**config.mk**
```make
export PLATFORM = sky130hd
export DESIGN_NAME = relation_arbiter_flat
export DESIGN_NICKNAME = d
export VERILOG_FILES = /design/src/rtl/relation_arbiter_pkg.sv /design/src/rtl/relation_arbiter_if.sv /design/src/rtl/relation_arbiter_core.sv /design/src/rtl/relation_arbiter.sv /design/src/flat_wrapper.sv
export SDC_FILE = /design/constraint.sdc
export NUM_CORES = 1
export LEC_CHECK = 0
export CORE_MARGIN = 2
export CORE_UTILIZATION = 55
export CTS_CLUSTER_SIZE = 10
export DETAILED_ROUTE_END_ITERATION = 12
export DONT_BUFFER_PORTS = 1
export GPL_ROUTABILITY_DRIVEN = 0
export PLACE_DENSITY = 0.76
export SETUP_SLACK_MARGIN = 0.4
export SYNTH_ARGS = -nofsm -noshare
export SYNTH_HDL_FRONTEND = slang
export SYNTH_SLANG_ARGS = --single-unit
```
**constraint.sdc**
```tcl
create_clock -name clk -period 6.6 [get_ports clk]
set_input_delay 0.99 -clock clk [delete_from_list [all_inputs] [get_ports clk]]
set_output_delay 0.99 -clock clk [all_outputs]
set_load 0.05 [all_outputs]
```
**src/rtl/relation_arbiter_pkg.sv**
```systemverilog
// -----------------------------------------------------------------------------
// relation_arbiter_pkg
//   Shared definitions for the relation arbiter slice: FSM state encoding,
//   relation flag indices, default widths and a small bit-count helper used
//   by the classifier.
// -----------------------------------------------------------------------------
package relation_arbiter_pkg;

    // Default operand width and event counter width
    localparam int W_DEF     = 3;
    localparam int CNT_W_DEF = 8;

    // Transaction FSM: one evaluation per grant, no stalls
    typedef enum logic [1:0] {
        IDLE = 2'd0,
        EVAL = 2'd1,
        RESP = 2'd2
    } state_t;

    // Bit positions inside the 5-bit relation flag vector
    localparam int GRAY   = 0;
    localparam int EX3    = 1;
    localparam int MORE   = 2;
    localparam int LESS   = 3;
    localparam int NONE   = 4;
    localparam int NFLAGS = 5;

    // Number of set bits in a word (callers zero-extend narrower values)
    function automatic logic [5:0] popcount(input logic [31:0] v);
        logic [5:0] n;
        n = 6'd0;
        for (int i = 0; i < 32; i++) begin
            n = n + {5'd0, v[i]};
        end
        return n;
    endfunction

endpackage

```
**src/rtl/relation_arbiter_if.sv**
```systemverilog
// -----------------------------------------------------------------------------
// relation_arbiter_if
//   Bundles the requester handshake, operand buses, counter clear and all
//   result/status outputs of the relation arbiter.
//   master : operand producers / status logic (drives req, operands, clr_cnt)
//   slave  : the arbiter itself (drives gnt, busy, done, res_*, cnt_*)
// -----------------------------------------------------------------------------
interface relation_arbiter_if
    import relation_arbiter_pkg::*;
#(
    parameter int W     = W_DEF,
    parameter int CNT_W = CNT_W_DEF
);
    logic [1:0]       req;
    logic [W-1:0]     a0;
    logic [W-1:0]     b0;
    logic [W-1:0]     a1;
    logic [W-1:0]     b1;
    logic             clr_cnt;
    logic [1:0]       gnt;
    logic             busy;
    logic [1:0]       done;
    logic             res_gray;
    logic             res_ex3;
    logic             res_more;
    logic             res_less;
    logic             res_none;
    logic [CNT_W-1:0] cnt_gray;
    logic [CNT_W-1:0] cnt_ex3;
    logic [CNT_W-1:0] cnt_more;
    logic [CNT_W-1:0] cnt_less;
    logic [CNT_W-1:0] cnt_none;

    modport master (
        output req, a0, b0, a1, b1, clr_cnt,
        input  gnt, busy, done,
        input  res_gray, res_ex3, res_more, res_less, res_none,
        input  cnt_gray, cnt_ex3, cnt_more, cnt_less, cnt_none
    );

    modport slave (
        input  req, a0, b0, a1, b1, clr_cnt,
        output gnt, busy, done,
        output res_gray, res_ex3, res_more, res_less, res_none,
        output cnt_gray, cnt_ex3, cnt_more, cnt_less, cnt_none
    );
endinterface

```
**src/rtl/relation_arbiter_core.sv**
```systemverilog
// -----------------------------------------------------------------------------
// code_relation_core
//   Purely combinational classifier of two W-bit codes.
//   a, b  : operands
//   flags : [GRAY] Hamming distance 1, [EX3] |a-b|==3, [MORE] a-b==+1,
//           [LESS] a-b==-1, [NONE] none of the above
//   The difference is taken in W+1 signed bits so there is no modulo wrap:
//   a=0,b=7 gives -7, which is not "less".
// -----------------------------------------------------------------------------
module code_relation_core
    import relation_arbiter_pkg::*;
#(
    parameter int W = W_DEF
) (
    input  logic [W-1:0]      a,
    input  logic [W-1:0]      b,
    output logic [NFLAGS-1:0] flags
);
    localparam logic signed [W:0] POS1 = (W+1)'(1);
    localparam logic signed [W:0] POS3 = (W+1)'(3);
    localparam logic signed [W:0] NEG1 = -POS1;
    localparam logic signed [W:0] NEG3 = -POS3;

    logic signed [W:0] diff_s;
    logic [W-1:0]      xor_s;

    // Signed difference, bit distance and the five independent relation flags
    always_comb begin
        diff_s = $signed({1'b0, a}) - $signed({1'b0, b});
        xor_s  = a ^ b;
        flags  = {NFLAGS{1'b0}};
        flags[GRAY] = (popcount(32'(xor_s)) == 6'd1);
        flags[EX3]  = (diff_s == POS3) || (diff_s == NEG3);
        flags[MORE] = (diff_s == POS1);
        flags[LESS] = (diff_s == NEG1);
        flags[NONE] = ~(flags[GRAY] | flags[EX3] | flags[MORE] | flags[LESS]);
    end
endmodule

```
**src/rtl/relation_arbiter.sv**
```systemverilog
// -----------------------------------------------------------------------------
// relation_arbiter
//   Shares one code_relation_core between two requesters. A round-robin
//   arbiter grants the classifier, latches the winner's (A,B), registers the
//   relation flags and pulses done[winner]; saturating counters track how
//   often each relation was seen.
//   clk   : system clock, all state on rising edge
//   rst_n : asynchronous active-low reset
//   bus   : relation_arbiter_if.slave (req/operands/clr_cnt in,
//           gnt/busy/done/res_*/cnt_* out)
//   Transaction: IDLE (sample req, latch) -> EVAL (register result, count)
//   -> RESP (done pulse) -> IDLE.
// -----------------------------------------------------------------------------
module relation_arbiter
    import relation_arbiter_pkg::*;
#(
    parameter int W     = W_DEF,
    parameter int CNT_W = CNT_W_DEF
) (
    input  logic            clk,
    input  logic            rst_n,
    relation_arbiter_if.slave bus
);
    localparam logic [CNT_W-1:0] CNT_MAX = {CNT_W{1'b1}};

    state_t            state_r;
    state_t            state_s;
    logic              last_r;      // index of the last granted requester
    logic              win_s;       // index of the requester that would win now
    logic              take_s;      // a new transaction starts at this edge
    logic [1:0]        gnt_r;
    logic [1:0]        gnt_s;
    logic [1:0]        done_r;
    logic [1:0]        done_s;
    logic              busy_r;
    logic              busy_s;
    logic [W-1:0]      opa_r;
    logic [W-1:0]      opb_r;
    logic [NFLAGS-1:0] flags_s;
    logic [NFLAGS-1:0] res_r;

    // Round-robin winner: a lone request wins, a tie goes to the one not served last
    always_comb begin
        win_s = 1'b0;
        case (bus.req)
            2'b01:   win_s = 1'b0;
            2'b10:   win_s = 1'b1;
            2'b11:   win_s = ~last_r;
            default: win_s = 1'b0;
        endcase
        take_s = (state_r == IDLE) && (bus.req != 2'b00);
    end

    // State register
    always_ff @(posedge clk or negedge rst_n) begin
        if (!rst_n) begin
            state_r <= IDLE;
        end else begin
            state_r <= state_s;
        end
    end

    // Next-state logic
    always_comb begin
        state_s = state_r;
        case (state_r)
            IDLE: begin
                if (bus.req != 2'b00) begin
                    state_s = EVAL;
                end else begin
                    state_s = IDLE;
                end
            end
            EVAL:    state_s = RESP;
            RESP:    state_s = IDLE;
            default: state_s = IDLE;
        endcase
    end

    // Next values of the registered status outputs
    always_comb begin
        gnt_s  = 2'b00;
        done_s = 2'b00;
        case (state_r)
            IDLE: begin
                if (take_s) begin
                    if (win_s) begin
                        gnt_s = 2'b10;
                    end else begin
                        gnt_s = 2'b01;
                    end
                end else begin
                    gnt_s = 2'b00;
                end
            end
            EVAL: begin
                // grant stays up into RESP; done fires for the granted side
                gnt_s  = gnt_r;
                done_s = gnt_r;
            end
            RESP: begin
                gnt_s  = 2'b00;
                done_s = 2'b00;
            end
            default: begin
                gnt_s  = 2'b00;
                done_s = 2'b00;
            end
        endcase
        busy_s = (state_s != IDLE);
    end

    // Status output registers
    always_ff @(posedge clk or negedge rst_n) begin
        if (!rst_n) begin
            gnt_r  <= 2'b00;
            done_r <= 2'b00;
            busy_r <= 1'b0;
        end else begin
            gnt_r  <= gnt_s;
            done_r <= done_s;
            busy_r <= busy_s;
        end
    end

    // Operand latch and round-robin pointer, both updated on every grant
    always_ff @(posedge clk or negedge rst_n) begin
        if (!rst_n) begin
            last_r <= 1'b1;   // pretend requester 1 was served last so req[0] wins first
            opa_r  <= {W{1'b0}};
            opb_r  <= {W{1'b0}};
        end else if (take_s) begin
            last_r <= win_s;
            opa_r  <= win_s ? bus.a1 : bus.a0;
            opb_r  <= win_s ? bus.b1 : bus.b0;
        end else begin
            last_r <= last_r;
            opa_r  <= opa_r;
            opb_r  <= opb_r;
        end
    end

    code_relation_core #(.W(W)) u_core (
        .a     (opa_r),
        .b     (opb_r),
        .flags (flags_s)
    );

    // Result register: loads at the EVAL edge, holds otherwise
    always_ff @(posedge clk or negedge rst_n) begin
        if (!rst_n) begin
            res_r <= {NFLAGS{1'b0}};
        end else if (state_r == EVAL) begin
            res_r <= flags_s;
        end else begin
            res_r <= res_r;
        end
    end

    // One saturating event counter per relation flag
    for (genvar g = 0; g < NFLAGS; g++) begin : g_cnt
        logic [CNT_W-1:0] cnt_r;

        // Clear has priority over a coincident increment
        always_ff @(posedge clk or negedge rst_n) begin
            if (!rst_n) begin
                cnt_r <= {CNT_W{1'b0}};
            end else if (bus.clr_cnt) begin
                cnt_r <= {CNT_W{1'b0}};
            end else if ((state_r == EVAL) && flags_s[g] && (cnt_r != CNT_MAX)) begin
                cnt_r <= cnt_r + {{(CNT_W-1){1'b0}}, 1'b1};
            end else begin
                cnt_r <= cnt_r;
            end
        end
    end

    assign bus.gnt      = gnt_r;
    assign bus.done     = done_r;
    assign bus.busy     = busy_r;
    assign bus.res_gray = res_r[GRAY];
    assign bus.res_ex3  = res_r[EX3];
    assign bus.res_more = res_r[MORE];
    assign bus.res_less = res_r[LESS];
    assign bus.res_none = res_r[NONE];
    assign bus.cnt_gray = g_cnt[GRAY].cnt_r;
    assign bus.cnt_ex3  = g_cnt[EX3].cnt_r;
    assign bus.cnt_more = g_cnt[MORE].cnt_r;
    assign bus.cnt_less = g_cnt[LESS].cnt_r;
    assign bus.cnt_none = g_cnt[NONE].cnt_r;
endmodule

```
**src/flat_wrapper.sv**
```systemverilog
// flat-port wrapper written by rule: the top's interface ports become plain ports
module relation_arbiter_flat import relation_arbiter_pkg::*;
#(
    parameter int W     = W_DEF,
    parameter int CNT_W = CNT_W_DEF
)
  (clk, rst_n, bus_req, bus_a0, bus_b0, bus_a1, bus_b1, bus_clr_cnt, bus_gnt, bus_busy, bus_done, bus_res_gray, bus_res_ex3, bus_res_more, bus_res_less, bus_res_none, bus_cnt_gray, bus_cnt_ex3, bus_cnt_more, bus_cnt_less, bus_cnt_none);
  relation_arbiter_if #(.W(W), .CNT_W(CNT_W)) bus_i ();
  input  logic clk;
  input  logic rst_n;
  input wire logic [$bits(bus_i.req)-1:0] bus_req;
  input wire logic [$bits(bus_i.a0)-1:0] bus_a0;
  input wire logic [$bits(bus_i.b0)-1:0] bus_b0;
  input wire logic [$bits(bus_i.a1)-1:0] bus_a1;
  input wire logic [$bits(bus_i.b1)-1:0] bus_b1;
  input wire logic [$bits(bus_i.clr_cnt)-1:0] bus_clr_cnt;
  output wire logic [$bits(bus_i.gnt)-1:0] bus_gnt;
  output wire logic [$bits(bus_i.busy)-1:0] bus_busy;
  output wire logic [$bits(bus_i.done)-1:0] bus_done;
  output wire logic [$bits(bus_i.res_gray)-1:0] bus_res_gray;
  output wire logic [$bits(bus_i.res_ex3)-1:0] bus_res_ex3;
  output wire logic [$bits(bus_i.res_more)-1:0] bus_res_more;
  output wire logic [$bits(bus_i.res_less)-1:0] bus_res_less;
  output wire logic [$bits(bus_i.res_none)-1:0] bus_res_none;
  output wire logic [$bits(bus_i.cnt_gray)-1:0] bus_cnt_gray;
  output wire logic [$bits(bus_i.cnt_ex3)-1:0] bus_cnt_ex3;
  output wire logic [$bits(bus_i.cnt_more)-1:0] bus_cnt_more;
  output wire logic [$bits(bus_i.cnt_less)-1:0] bus_cnt_less;
  output wire logic [$bits(bus_i.cnt_none)-1:0] bus_cnt_none;
  assign bus_i.req = bus_req;
  assign bus_i.a0 = bus_a0;
  assign bus_i.b0 = bus_b0;
  assign bus_i.a1 = bus_a1;
  assign bus_i.b1 = bus_b1;
  assign bus_i.clr_cnt = bus_clr_cnt;
  assign bus_gnt = bus_i.gnt;
  assign bus_busy = bus_i.busy;
  assign bus_done = bus_i.done;
  assign bus_res_gray = bus_i.res_gray;
  assign bus_res_ex3 = bus_i.res_ex3;
  assign bus_res_more = bus_i.res_more;
  assign bus_res_less = bus_i.res_less;
  assign bus_res_none = bus_i.res_none;
  assign bus_cnt_gray = bus_i.cnt_gray;
  assign bus_cnt_ex3 = bus_i.cnt_ex3;
  assign bus_cnt_more = bus_i.cnt_more;
  assign bus_cnt_less = bus_i.cnt_less;
  assign bus_cnt_none = bus_i.cnt_none;
  relation_arbiter #(.W(W), .CNT_W(CNT_W)) u_core (.clk(clk), .rst_n(rst_n), .bus(bus_i));
endmodule
```
After elaboration in Yosys (flattened, before gate mapping)

Cells that the tools add are included.

Add/sub/neg operators: 8
$mul: 0
Div/mod/pow operators: 0
Order comparisons: 0
Eq/ne operators: 13
Shift-type cells: 0
Mux-type cells: 19
Bitwise logic cells: 6
Reductions and logical operators: 20

Operator list:

| cell                | count |
|---|---|
| $mux 8              | 10 |
| $add 8x1->8 const B | 5 |
| $ne 8x8->1 const B  | 5 |
| $reduce_bool 2->1   | 7 |
| $logic_and 1x1->1   | 11 |
| $eq 4x3->1 const B  | 2 |
| $pmux 2 s2          | 2 |
| $mux 2              | 3 |
| $mux 3              | 2 |
| $eq 2x2->1 const B  | 2 |
| $eq 4x1->1 const B  | 1 |
| $eq 4x2->1 const B  | 1 |
| $sub 3x3->4         | 1 |
| $add 2x1->3         | 1 |
| $eq 3x1->1 const B  | 1 |
| $or 1x1->1          | 3 |
| $xor 3x3->3         | 1 |
| $add 1x1->2         | 1 |
| $eq 2x1->1 const B  | 1 |
| $logic_not 2->1     | 1 |
| $not 1->1           | 2 |
| $pmux 1 s2          | 1 |
| $logic_or 1x1->1    | 1 |
| $mux 1              | 1 |

Bits in registers: 59
Bits in latches: 0
Bits in writable memories: 0
ROM bits: 0
Output and inout port bits: 50
Logic and storage cells: 79
Memories kept: 0

Logic depth before layout (Yosys ltp)

Gate-level depths: netlist of the first run.

Word-level depth: 12
Mapped depth: 11

Modules after synthesis

A second synthesis of the first run with hierarchy kept.

Cells, all modules: 312
Area, all modules: 3180.6 µm²

Modules (own cells, without submodules):

| module             | instances | cells an instance | area an instance (µm²) | sequential area each (µm²) |
|---|---|---|---|---|
| relation_arbiter   | 1         | 281               | 2929.1                 | 1477.7 |
| code_relation_core | 1         | 31                | 251.5                  | 0.0 |

Least setup slack after synthesis of the first run

Ideal clock, no wire load.

Kind: reg2reg
From: register u_core.opa_r[2]
To: register u_core.g_cnt[4].cnt_r[7], in the netlist u_core.bus.cnt_none[7]
Data arrival time: 2.592 ns
Required time: 6.472 ns
Slack: 3.881 ns
Stages on the path, launching flop included: 11
Path through: dfrtp_1 -> ha_1 -> buf_2 -> inv_1 -> fa_1 -> nor2b_1 -> nor4_1 -> nand3_1 -> buf_2 -> nor4_1 -> mux2_1

Cells in the longest elaborated chain, start to end: 10
Elaborated cells on any way between the ends: 16

RTL lines:

| element                                        | line                                                     | RTL |
|---|---|---|
| start, declared                                | relation_arbiter.sv:37                                   | `logic [W-1:0] opa_r;` |
| start signal, assigned                         | relation_arbiter.sv:130                                  | `opa_r <= {W{1'b0}};` |
| start signal, assigned                         | relation_arbiter.sv:134                                  | `opa_r <= win_s ? bus.a1 : bus.a0;` |
| start signal, assigned                         | relation_arbiter.sv:138                                  | `opa_r <= opa_r;` |
| $sub 3x3->4 or $xor 3x3->3 (tied branches)     | relation_arbiter_core.sv:29, relation_arbiter_core.sv:30 |  |
| $eq 4x3->1 or $add 2x1->3 (tied branches)      | relation_arbiter_core.sv:33, relation_arbiter_pkg.sv:33  |  |
| $logic_or 1x1->1 or $eq 3x1->1 (tied branches) | relation_arbiter_core.sv:33, relation_arbiter_core.sv:32 |  |
| $or 1x1->1 (2 in a row)                        | relation_arbiter_core.sv:36                              | `flags[NONE] = ~(flags[GRAY] \| flags[EX3] \| flags[MORE] \| flags[LESS]);` |
| $or 1x1->1 *                                   | relation_arbiter_core.sv:36                              |  |
| $not 1->1 *                                    | relation_arbiter_core.sv:36                              |  |
| $logic_and 1x1->1 * (2 in a row)               | relation_arbiter.sv:170                                  | `end else if ((state_r == EVAL) && flags_s[g] && (cnt_r != CNT_MAX)) begin` |
| $reduce_bool 2->1 (no source line) *           | n/a                                                      |  |
| end signal, assigned                           | relation_arbiter.sv:169                                  | `cnt_r <= {CNT_W{1'b0}};` |
| end signal, assigned                           | relation_arbiter.sv:171                                  | `cnt_r <= cnt_r + {{(CNT_W-1){1'b0}}, 1'b1};` |
| end signal, assigned                           | relation_arbiter.sv:173                                  | `cnt_r <= cnt_r;` |
| end, declared                                  | relation_arbiter.sv:162                                  | `logic [CNT_W-1:0] cnt_r;` |

Mark *: on every way between the ends. The rest lies on a longest branch, timed or not.
A chain may end at the register's enable or synchronous reset.

Worst setup path in the final report of the first run

Ends and elaborated chain as after synthesis.

==> impl_metrics.json, run 1 <==
{
  "htree_num_levels": 3,
  "synth.top_cell.area_share": 0.466,
  "tns_ps": 0,
  "remaining_drc_errors": 0,
  "drtIter0Drc": 132,
  "min_period_ps": 3050,
  "slew_viol_final": 0,
  "min_period_over_period": 0.463,
  "ys_types": 53,
  "syn_inst": 321,
  "grt_overflow_total": 0,
  "power_density_nw_per_um2": 412,
  "grt_max_degree": 60,
  "pre_cts_slack_ps": 3520,
  "max_slew_margin": 0.292,
  "end_kind": "flip-flop",
  "cpPeakStageDelay_ps": 490,
  "dp_hpwl_mm": 4.29,
  "setup_violations": 0,
  "ff2ff_path_depth": 8,
  "yosys_register_bits": 59,
  "coreArea_um2": 5470,
  "yosysTopAreaCell": "dfrtp_1",
  "crit_end": "u_core.bus.cnt_none[7]",
  "globalRouteTotalUtil": 0.218,
  "routed_wl_mm": 6.31,
  "wl_per_cell_um": 16.0,
  "vdd_drop_max_mv": 0.342,
  "clock_path_buffers": 2,
  "dieWidth_um": 79.2,
  "grt_pass1_wl_mm": 10.8,
  "setup_slack_ps": 3550,
  "finalPower_mw": 1.36,
  "crit_fanout": 11,
  "synth_ff_type": "dfrtp_1",
  "portBuffers": 0,
  "clock_latency_ps": 340,
  "rr_startpoint": "u_core.opa_r[2]",
  "synthesis.nets": 348,
  "post_cts_resized": 0,
  "cts_made_buffers": 9,
  "drt-vias-per-instance": 6.20,
  "drive_gt1_frac": 0.0559,
  "finClkSkew_ps": 14.9,
  "cts_hold_buffers": 0,
  "fin_nets": 344,
  "path_cells": "ha_1, inv_1, fa_1, nor2b_1, nor4_1, nand3_1, nor4_1, mux2_1",
  "critPathLaunchType": "flip-flop",
  "ys_async_sr_fraction": 1.00,
  "crit_top_cell": "nor4_1",
  "cts_setup_buffers": 0,
  "cap_viol_max_count": 0,
  "r2r-end": "u_core.bus.cnt_none[7]",
  "initial_utilization": 0.569,
  "rsz0062_at_grt": "no",
  "crit_type": "reg2reg",
  "startpoint": "u_core.opa_r[2]",
  "fill_cells": 481,
  "finalHoldViolCount": 0,
  "cts.sinks": 59,
  "p_leak_nw": 1.43,
  "cpMaxStageDelayCell": "fa_1",
  "synth.area.top_cells": "dfrtp_1 (47%), nand2_1 (3.4%), or4_1 (3.4%), a21oi_1 (3.2%), ha_1 (3.2%)",
  "fmax_mhz": 327,
  "antenna_found_initial": 0,
  "crit_required_ps": 6820,
  "pin_count": 67,
  "dieHeight_um": 79.2,
  "crit_arrival_ps": 3270,
  "ff2ff_setup_slack_ps": 3550,
  "rows": 27,
  "yosysWarningCount": 0,
  "vias": 2443,
  "avgSynthCellArea_um2": 9.70,
  "die-area_um2": 6280,
  "clkTransAtPathRegs_ps": 70,
  "cts_tree": "yes",
  "synth_edf_count": 0,
  "antenna_cells": 0,
  "hold_class": "in2async",
  "ys_seq_area_frac": 0.474,
  "tightest_slew_ps": 1060,
  "ant_nets": 0,
  "syn_to_final_growth_pct": 5.58,
  "root_buffer": "clkbuf_8",
  "syn_area_um2": 3110,
  "outcome": "finished, final reports clean",
  "dr.pass1.iters": 4,
  "grt_pass1_vias": 2369
}
[power breakdown]
group | leakage, nW | internal, mW | switching (mW)
registers | 0.797 | 0.424 | 0.166
logic | 0.544 | 0.187 | 0.312
clock network | 0.0839 | 0.134 | 0.133
total | 1.43 | 0.745 | 0.611
[synth_stat cells, types with 3 or more instances]
cell / n
or4_1: 14
o31ai_1: 10
nor2_1: 23
and3_1: 4
o21ai_0: 7
nor2b_1: 12
buf_2: 3
and2_1: 3
xor2_1: 4
nand3_1: 17
xnor2_1: 3
a222oi_1: 6
o41ai_1: 4
a21oi_1: 20
mux2i_1: 3
nand2_1: 28
clkbuf_1: 9
mux2_1: 6
or3_1: 6
ha_1: 8
inv_1: 22
dfrtp_1: 58
nor4_1: 4
nor3_1: 4
nand4_1: 6
[cell usage in the layout (no fill, tap or decap), drive strengths merged, types with 2 or more instances in the layout]
| cell type | count |
|---|---|
| nand2b | 2 |
| clkinv | 4 |
| a21oi | 20 |
| o31ai | 10 |
| o311ai | 3 |
| nor4b | 2 |
| and3 | 4 |
| xnor2 | 3 |
| fa | 2 |
| nor3 | 4 |
| a41oi | 2 |
| dfrtp | 58 |
| ha | 8 |
| a222oi | 6 |
| or2 | 2 |
| mux2i | 3 |
| nor2 | 24 |
| or3 | 6 |
| or4 | 14 |
| nand2 | 28 |
| mux2 | 7 |
| nand4 | 6 |
| o41ai | 4 |
| a211oi | 2 |
| nor2b | 12 |
| and2 | 3 |
| nand3 | 17 |
| xor2 | 4 |
| nor3b | 2 |
| inv | 22 |
| or3b | 2 |
| o21ai | 8 |
| nor4 | 4 |
| clkbuf | 12 |
[routing by layer]
| metal | global-route usage | share of wire | wire length (um) |
|---|---|---|---|
| met3 | 0.0727 | 0.066 | 418 |
| met5 | 0 | 0 | 0 |
| met4 | 0.0776 | 0.015 | 92 |
| met2 | 0.365 | 0.48 | 3050 |
| met1 | 0.264 | 0.44 | 2750 |
[worst min path at each step]
stage                          startpoint                     end  slack (ps)  cells past startpoint
after global placement    u_core.opa_r[2]         u_core.opa_r[2]         480                      2
after global routing                rst_n  u_core.bus.cnt_more[5]         320                      0
after detailed placement  u_core.opb_r[1]         u_core.opb_r[1]         480                      2
after CTS                           rst_n  u_core.bus.cnt_more[5]         330                      0
after floorplan           u_core.opb_r[1]         u_core.opb_r[1]         460                      2
final                               rst_n  u_core.bus.cnt_more[5]         340                      0
[cell families (layout without fill, tap and decap cells)]
| kind of cell | after synthesis | count (layout) | share of synthesized area |
|---|---|---|---|
| AOI/OAI and AO/OA | 64 | 64 | 0.143 |
| xor gates and xnor gates | 7 | 7 | 0.0197 |
| adders and majority gates | 10 | 10 | 0.0450 |
| buffers and inverters | 37 | 38 | 0.0494 |
| DFF | 59 | 59 | 0.474 |
| muxes | 10 | 10 | 0.0350 |
| and+or+nand+nor | 134 | 134 | 0.233 |
[final cells by class]
cell class,instances,area (um2),share of cell area
sequential,59,1480,0.449
clock buffer,12,135,0.0411
multi-input combinational,225,1480,0.451
clock inverter,4,20.0,0.00609
inverter,22,82.6,0.0251
tap,72,90.1,0.0274
[worst max-delay path, delay by kind of cell (launching register included)]
kind / cells / cell delay [ps]
AND/OR/NAND/NOR: 4 / 1180
adder cells (fa/ha/maj): 2 / 900
flip-flops: 1 / 390
multiplexers: 1 / 350
buffers and inverters: 1 / 120
[per-stage QoR]
| step | hold slack [ps] | utilization | area (um2) | cells |
|---|---|---|---|---|
| after global placement | 478 | 0.572 | 3130 | 378 |
| final | 338 | 0.601 | 3290 | 394 |
| after global routing | 318 | 0.601 | 3290 | 394 |
| after floorplan | 456 | - | 3110 | 321 |
| after detailed placement | 484 | 0.572 | 3130 | 378 |
| after CTS | 328 | 0.601 | 3290 | 394 |
[flip-flops by register name, indices dropped and copies added (netlist names)]
signal               count
u_core.bus.cnt_ex3       8
u_core.bus.cnt_more      8
u_core.bus.busy          1
u_core.opa_r             3
u_core.bus.cnt_less      8
u_core.opb_r             3
u_core.bus.done          2
u_core.bus.cnt_none      8
u_core.state_r           2
u_core.bus.cnt_gray      8
u_core.last_r            1
u_core.res_r             5
u_core.bus.gnt           2
Note: power is estimated with default switching activity, not from simulation.
==> inputs of run 2 (changes only) <==
PLACE_DENSITY = 0.79   (was 0.76)
clock period = 2.6 ns   (was 6.6 ns; I/O delays follow)
==> run 2 against run 1 <==
Compared with the run above:
- cell area is 28% higher
- highest routed layer unchanged
- largest power group is now combinational logic
- largest cell class unchanged
- combinational power grew to 5.6 times the previous value
- register-to-register slack worse by 3500 ps
- flip-flop and latch count stayed put
- worst setup slack worse by 3500 ps
==> impl_metrics.json, run 2 (synthesized netlist as in run 1, its figures left out) <==
{
  "crit_required_ps": 2870,
  "crit_type": "reg2reg",
  "hold_class": "in2reg",
  "cts_tree": "yes",
  "vdd_drop_max_mv": 0.957,
  "syn_to_final_growth_pct": 34.8,
  "outcome": "finished, final reports clean",
  "cpPeakStageDelay_ps": 580,
  "fin_nets": 404,
  "cts.sinks": 59,
  "ff2ff_path_depth": 8,
  "routed_wl_mm": 8.18,
  "path_cells": "inv_2, ha_4, inv_2, fa_2, o311ai_2, a311o_2, or4_1, a21oi_1",
  "clock_path_buffers": 2,
  "grt_pass1_wl_mm": 12.9,
  "r2r-end": "u_core.bus.cnt_ex3[6]",
  "power_density_nw_per_um2": 1180,
  "layout_common_cells": "dfrtp_1 (58), buf_4 (50), nand2_1 (27)",
  "ant_nets": 0,
  "max_slew_margin": 0.501,
  "grt_max_degree": 60,
  "remaining_drc_errors": 0,
  "portBuffers": 0,
  "p_leak_nw": 1.81,
  "place_inst": 411,
  "fmax_mhz": 392,
  "fin_cells": 454,
  "clock_latency_ps": 350,
  "antenna_cells": 0,
  "antenna_found_initial": 0,
  "clkTransAtPathRegs_ps": 60,
  "startpoint": "u_core.opa_r[0]",
  "dr.pass1.iters": 6,
  "min_period_ps": 2550,
  "critPathLaunchType": "flip-flop",
  "grt_pass1_vias": 2748,
  "coreArea_um2": 5470,
  "dieWidth_um": 79.2,
  "finalHoldViolCount": 0,
  "drive_gt1_frac": 0.374,
  "pin_count": 67,
  "setup_violations": 0,
  "globalRouteTotalUtil": 0.264,
  "die-area_um2": 6280,
  "final_common_cell": "dfrtp_1",
  "tightest_slew_ps": 748,
  "multi_input_area_um2": 1890,
  "grt_overflow_total": 0,
  "crit_arrival_ps": 2820,
  "drt-vias-per-instance": 6.24,
  "crit_end": "u_core.bus.cnt_ex3[6]",
  "initial_utilization": 0.569,
  "root_buffer": "clkbuf_8",
  "end_kind": "flip-flop",
  "dieHeight_um": 79.2,
  "final_cell_area_um2": 4200,
  "finClkSkew_ps": 9.82,
  "vias": 2833,
  "rows": 27,
  "cpMaxStageDelayCell": "fa_2",
  "drtIter0Drc": 255,
  "crit_fanout": 6,
  "fill_cells": 376,
  "crit_top_cell": "inv_2",
  "cap_viol_max_count": 0,
  "htree_num_levels": 3,
  "slew_viol_final": 0,
  "seqCellArea_um2": 1480,
  "dp_hpwl_mm": 4.93,
  "rr_startpoint": "u_core.opa_r[0]",
  "min_period_over_period": 0.981,
  "post_dp_cell_area_um2": 3490,
  "ff2ff_setup_slack_ps": 50,
  "rsz0062_at_grt": "yes",
  "wl_per_cell_um": 18.0,
  "cts_made_buffers": 9
}
## run 2: cell count changes in the layout (fill, tap and decap cells not counted), moves of 4 or more
cell / before / now
o21ai_1: 1 / 6
a21oi_2: 0 / 16
mux2_4: 0 / 4
inv_2: 0 / 5
o21ai_0: 7 / 2
buf_4: 0 / 50
inv_1: 22 / 15
or4_1: 14 / 9
a21oi_1: 20 / 4
or4_4: 0 / 5
nor4_1: 4 / 0
buf_6: 0 / 6
## run 2: what timing repair did
item,in CTS,in global routing
hold buffers,2,0
resized for setup,32,40
endpoints found under the setup margin,39,41
hold endpoints to repair,59,0
pin swaps,24,10
setup buffers,15,6
cloned,3,1
## run 2: layout make-up
| type | count | share of cell area |
|---|---|---|
| Multi-Input combinational cell | 227 | 0.450 |
| Sequential cell | 59 | 0.352 |
| Inverter | 22 | 0.0209 |
| Clock buffer | 14 | 0.0387 |
| Timing Repair Buffer | 58 | 0.114 |
| Clock inverter | 2 | 0.00238 |
| Tap cell | 72 | 0.0215 |
## run 2: per-layer routing
layer / global-route usage / vias up / share of wire
li1: - / 1293 / -
met1: 0.333 / 1430 / 0.42
met2: 0.425 / 96 / 0.49
met3: 0.0659 / 14 / 0.070
met4: 0.126 / 0 / 0.019
met5: 0 / - / 0
## run 2: how the worst min path moves through the flow
| stage | from | endpoint | cells past startpoint |
|---|---|---|---|
| after global placement | rst_n | u_core.bus.cnt_more[2] | 0 |
| after floorplan | rst_n | u_core.bus.busy | 0 |
| final | bus_clr_cnt | u_core.bus.cnt_less[6] | 1 |
| after detailed placement | rst_n | u_core.bus.cnt_more[2] | 0 |
| after global routing | bus_clr_cnt | u_core.bus.cnt_less[4] | 1 |
| after CTS | bus_clr_cnt | u_core.bus.cnt_less[4] | 1 |
## run 2: per-stage QoR
step | power (mW) | TNS, ps | util | hold WS (ps) | setup slack (ps)
2_1_floorplan | 2.93 | 0 | - | 94.4 | 81.1
3_3_place_gp | 3.21 | 0 | 0.638 | 95.7 | 33.8
3_5_place_dp | 3.26 | -117 | 0.638 | 96.1 | -49.3
4_1_cts | 4.69 | 0 | 0.730 | 85.1 | 95.8
5_1_grt | 5.22 | 0 | 0.767 | 87.9 | 21.2
6_report | 4.95 | 0 | 0.767 | 107 | 48.8
## run 2: power breakdown
part / switching, mW / internal (mW)
sequential: 0.331 / 1.08
combinational: 1.46 / 1.32
clock: 0.358 / 0.396
total: 2.15 / 2.80
## run 2: worst max-delay path: cells and delay by family (launching register included)
family | cells | cell delay [ps]
AO/OA/AOI/OAI | 3 | 760
adder cells (fa/ha/maj) | 2 | 710
buffers and inverters | 2 | 110
flip-flops | 1 | 400
AND/OR/NAND/NOR | 1 | 480
==> inputs of run 3 (changes only) <==
SKIP_CTS_REPAIR_TIMING = 1   (was unset)
==> run 3 against run 2 <==
Compared with the run above:
- die area unchanged
- largest power group unchanged
- clock power about the same
- highest routed layer unchanged
- largest cell class unchanged
- via count fell by 3.2%
==> impl_metrics.json, run 3 (synthesized netlist as in run 1, its figures left out) <==
{
  "outcome": "finished, final reports clean",
  "fin_nets": 393,
  "clock_path_buffers": 2,
  "rows": 27,
  "syn_to_final_growth_pct": 27.6,
  "combPwrFrac": 0.533,
  "dp_hpwl_mm": 4.93,
  "seq_power_share": 0.305,
  "critPathBufInv": 2,
  "final_common_cell": "dfrtp_1",
  "drive_gt1_frac": 0.296,
  "htree_num_levels": 3,
  "power.share.clock": 0.163,
  "fmax_mhz": 391,
  "internal_power_mw": 2.58,
  "setup_violations": 0,
  "finClkSkew_ps": 10.1,
  "grt_overflow_total": 0,
  "finalPower_mw": 4.63,
  "pin_count": 67,
  "wl_per_cell_um": 17.6,
  "rsz0062_at_grt": "yes",
  "slew_viol_final": 0,
  "whs_endpoint": "u_core.bus.cnt_less[4]",
  "grt_max_degree": 60,
  "cap_viol_max_count": 0,
  "clock_latency_ps": 340,
  "die-area_um2": 6280,
  "vias": 2743,
  "portBuffers": 0,
  "dieWidth_um": 79.2,
  "r2r-end": "u_core.bus.cnt_ex3[6]",
  "crit_fanout": 6,
  "cpMaxStageDelayCell": "fa_2",
  "critPathLaunchType": "flip-flop",
  "hold_path_depth": 1,
  "ant_nets": 0,
  "layout_common_cells": "dfrtp_1 (58), buf_4 (42), nand2_1 (27)",
  "clkTransAtPathRegs_ps": 70,
  "grt_pass1_vias": 2546,
  "dieHeight_um": 79.2,
  "globalRouteTotalUtil": 0.240,
  "dr.pass1.iters": 5,
  "grt_pass1_wl_mm": 11.7,
  "hold_class": "in2reg",
  "crit_type": "reg2reg",
  "power_density_nw_per_um2": 1170,
  "initial_utilization": 0.569,
  "drtIter0Drc": 193,
  "whs_ps": 99.8,
  "crit_top_cell": "inv_2",
  "path_cells": "inv_2, ha_4, inv_2, fa_2, nor2b_4, a221oi_2, a311o_2, or4_1, a21oi_1",
  "end_kind": "flip-flop",
  "p_leak_nw": 1.74,
  "ff2ff_setup_slack_ps": 40,
  "vdd_drop_max_mv": 1.00,
  "antenna_found_initial": 0,
  "drt-vias-per-instance": 6.19,
  "antenna_cells": 0,
  "rr_startpoint": "u_core.opa_r[0]",
  "remaining_drc_errors": 0,
  "path_delay_family": "adder cells",
  "finalHoldViolCount": 0,
  "switching_share": 0.443,
  "crit_arrival_ps": 2820,
  "min_period_ps": 2560,
  "tightest_slew_ps": 703,
  "worstHoldStart": "bus_clr_cnt",
  "cts.sinks": 59,
  "min_period_over_period": 0.984,
  "root_buffer": "clkbuf_8",
  "max_slew_margin": 0.531,
  "coreArea_um2": 5470,
  "cts_made_buffers": 9,
  "crit_required_ps": 2870,
  "cpPeakStageDelay_ps": 590,
  "cts_tree": "yes",
  "routed_wl_mm": 7.78,
  "switching_power_mw": 2.05,
  "ff2ff_path_depth": 9
}
[run 3: changes by cell type in the layout (fill, tap and decap cells not counted), sizes merged]
cell / change
buf: -11
[run 3: how the worst max path moves through the flow]
stage / from / end / slack [ps] / cells past startpoint
2_1_floorplan: u_core.opa_r[0] / u_core.bus.cnt_ex3[6] / 80 / 10
3_3_place_gp: u_core.opb_r[1] / u_core.bus.cnt_none[6] / 30 / 10
3_5_place_dp: u_core.opb_r[1] / u_core.bus.cnt_none[6] / -50 / 10
4_1_cts: u_core.opb_r[1] / u_core.bus.cnt_none[6] / -60 / 10
5_1_grt: u_core.opa_r[0] / u_core.bus.cnt_none[6] / -30 / 10
6_report: u_core.opa_r[0] / u_core.bus.cnt_ex3[6] / 40 / 9
[run 3: power by group through the flow]
stage | sequential [mW] | combinational, mW | clock, mW
2_1_floorplan | 1.49 | 1.44 | 0
4_1_cts | 1.40 | 1.85 | 0.763
6_report | 1.41 | 2.47 | 0.753
3_3_place_gp | 1.41 | 1.79 | 0
3_5_place_dp | 1.42 | 1.84 | 0
5_1_grt | 1.43 | 2.66 | 0.794
[run 3: area by class of cell]
cell class,instances,area [um2]
Multi-Input combinational cell,227,1770
Clock inverter,2,10.0
Fill cell,394,1500
Sequential cell,59,1480
Clock buffer,14,163
Tap cell,72,90.1
Inverter,22,85.1
Timing Repair Buffer,47,380
[run 3: metrics by stage]
| step | TNS, ps | utilization | setup slack [ps] | instances | cell area, um2 |
|---|---|---|---|---|---|
| after detailed placement | -117 | 0.638 | -49.3 | 411 | 3490 |
| after CTS | -226 | 0.670 | -61.5 | 427 | 3670 |
| final | 0 | 0.726 | 42.1 | 443 | 3980 |
| after floorplan | 0 | - | 81.1 | 321 | 3250 |
| after global placement | 0 | 0.638 | 33.8 | 411 | 3490 |
| after global routing | -126 | 0.726 | -30.7 | 443 | 3980 |
[run 3: per-layer routing]
metal  up-vias  wire, um  track usage
met1      1370      3370        0.296
met2        88      3720        0.391
li1       1271         -            -
met5         -         0            0
met4         0       146        0.109
met3        14       543       0.0705
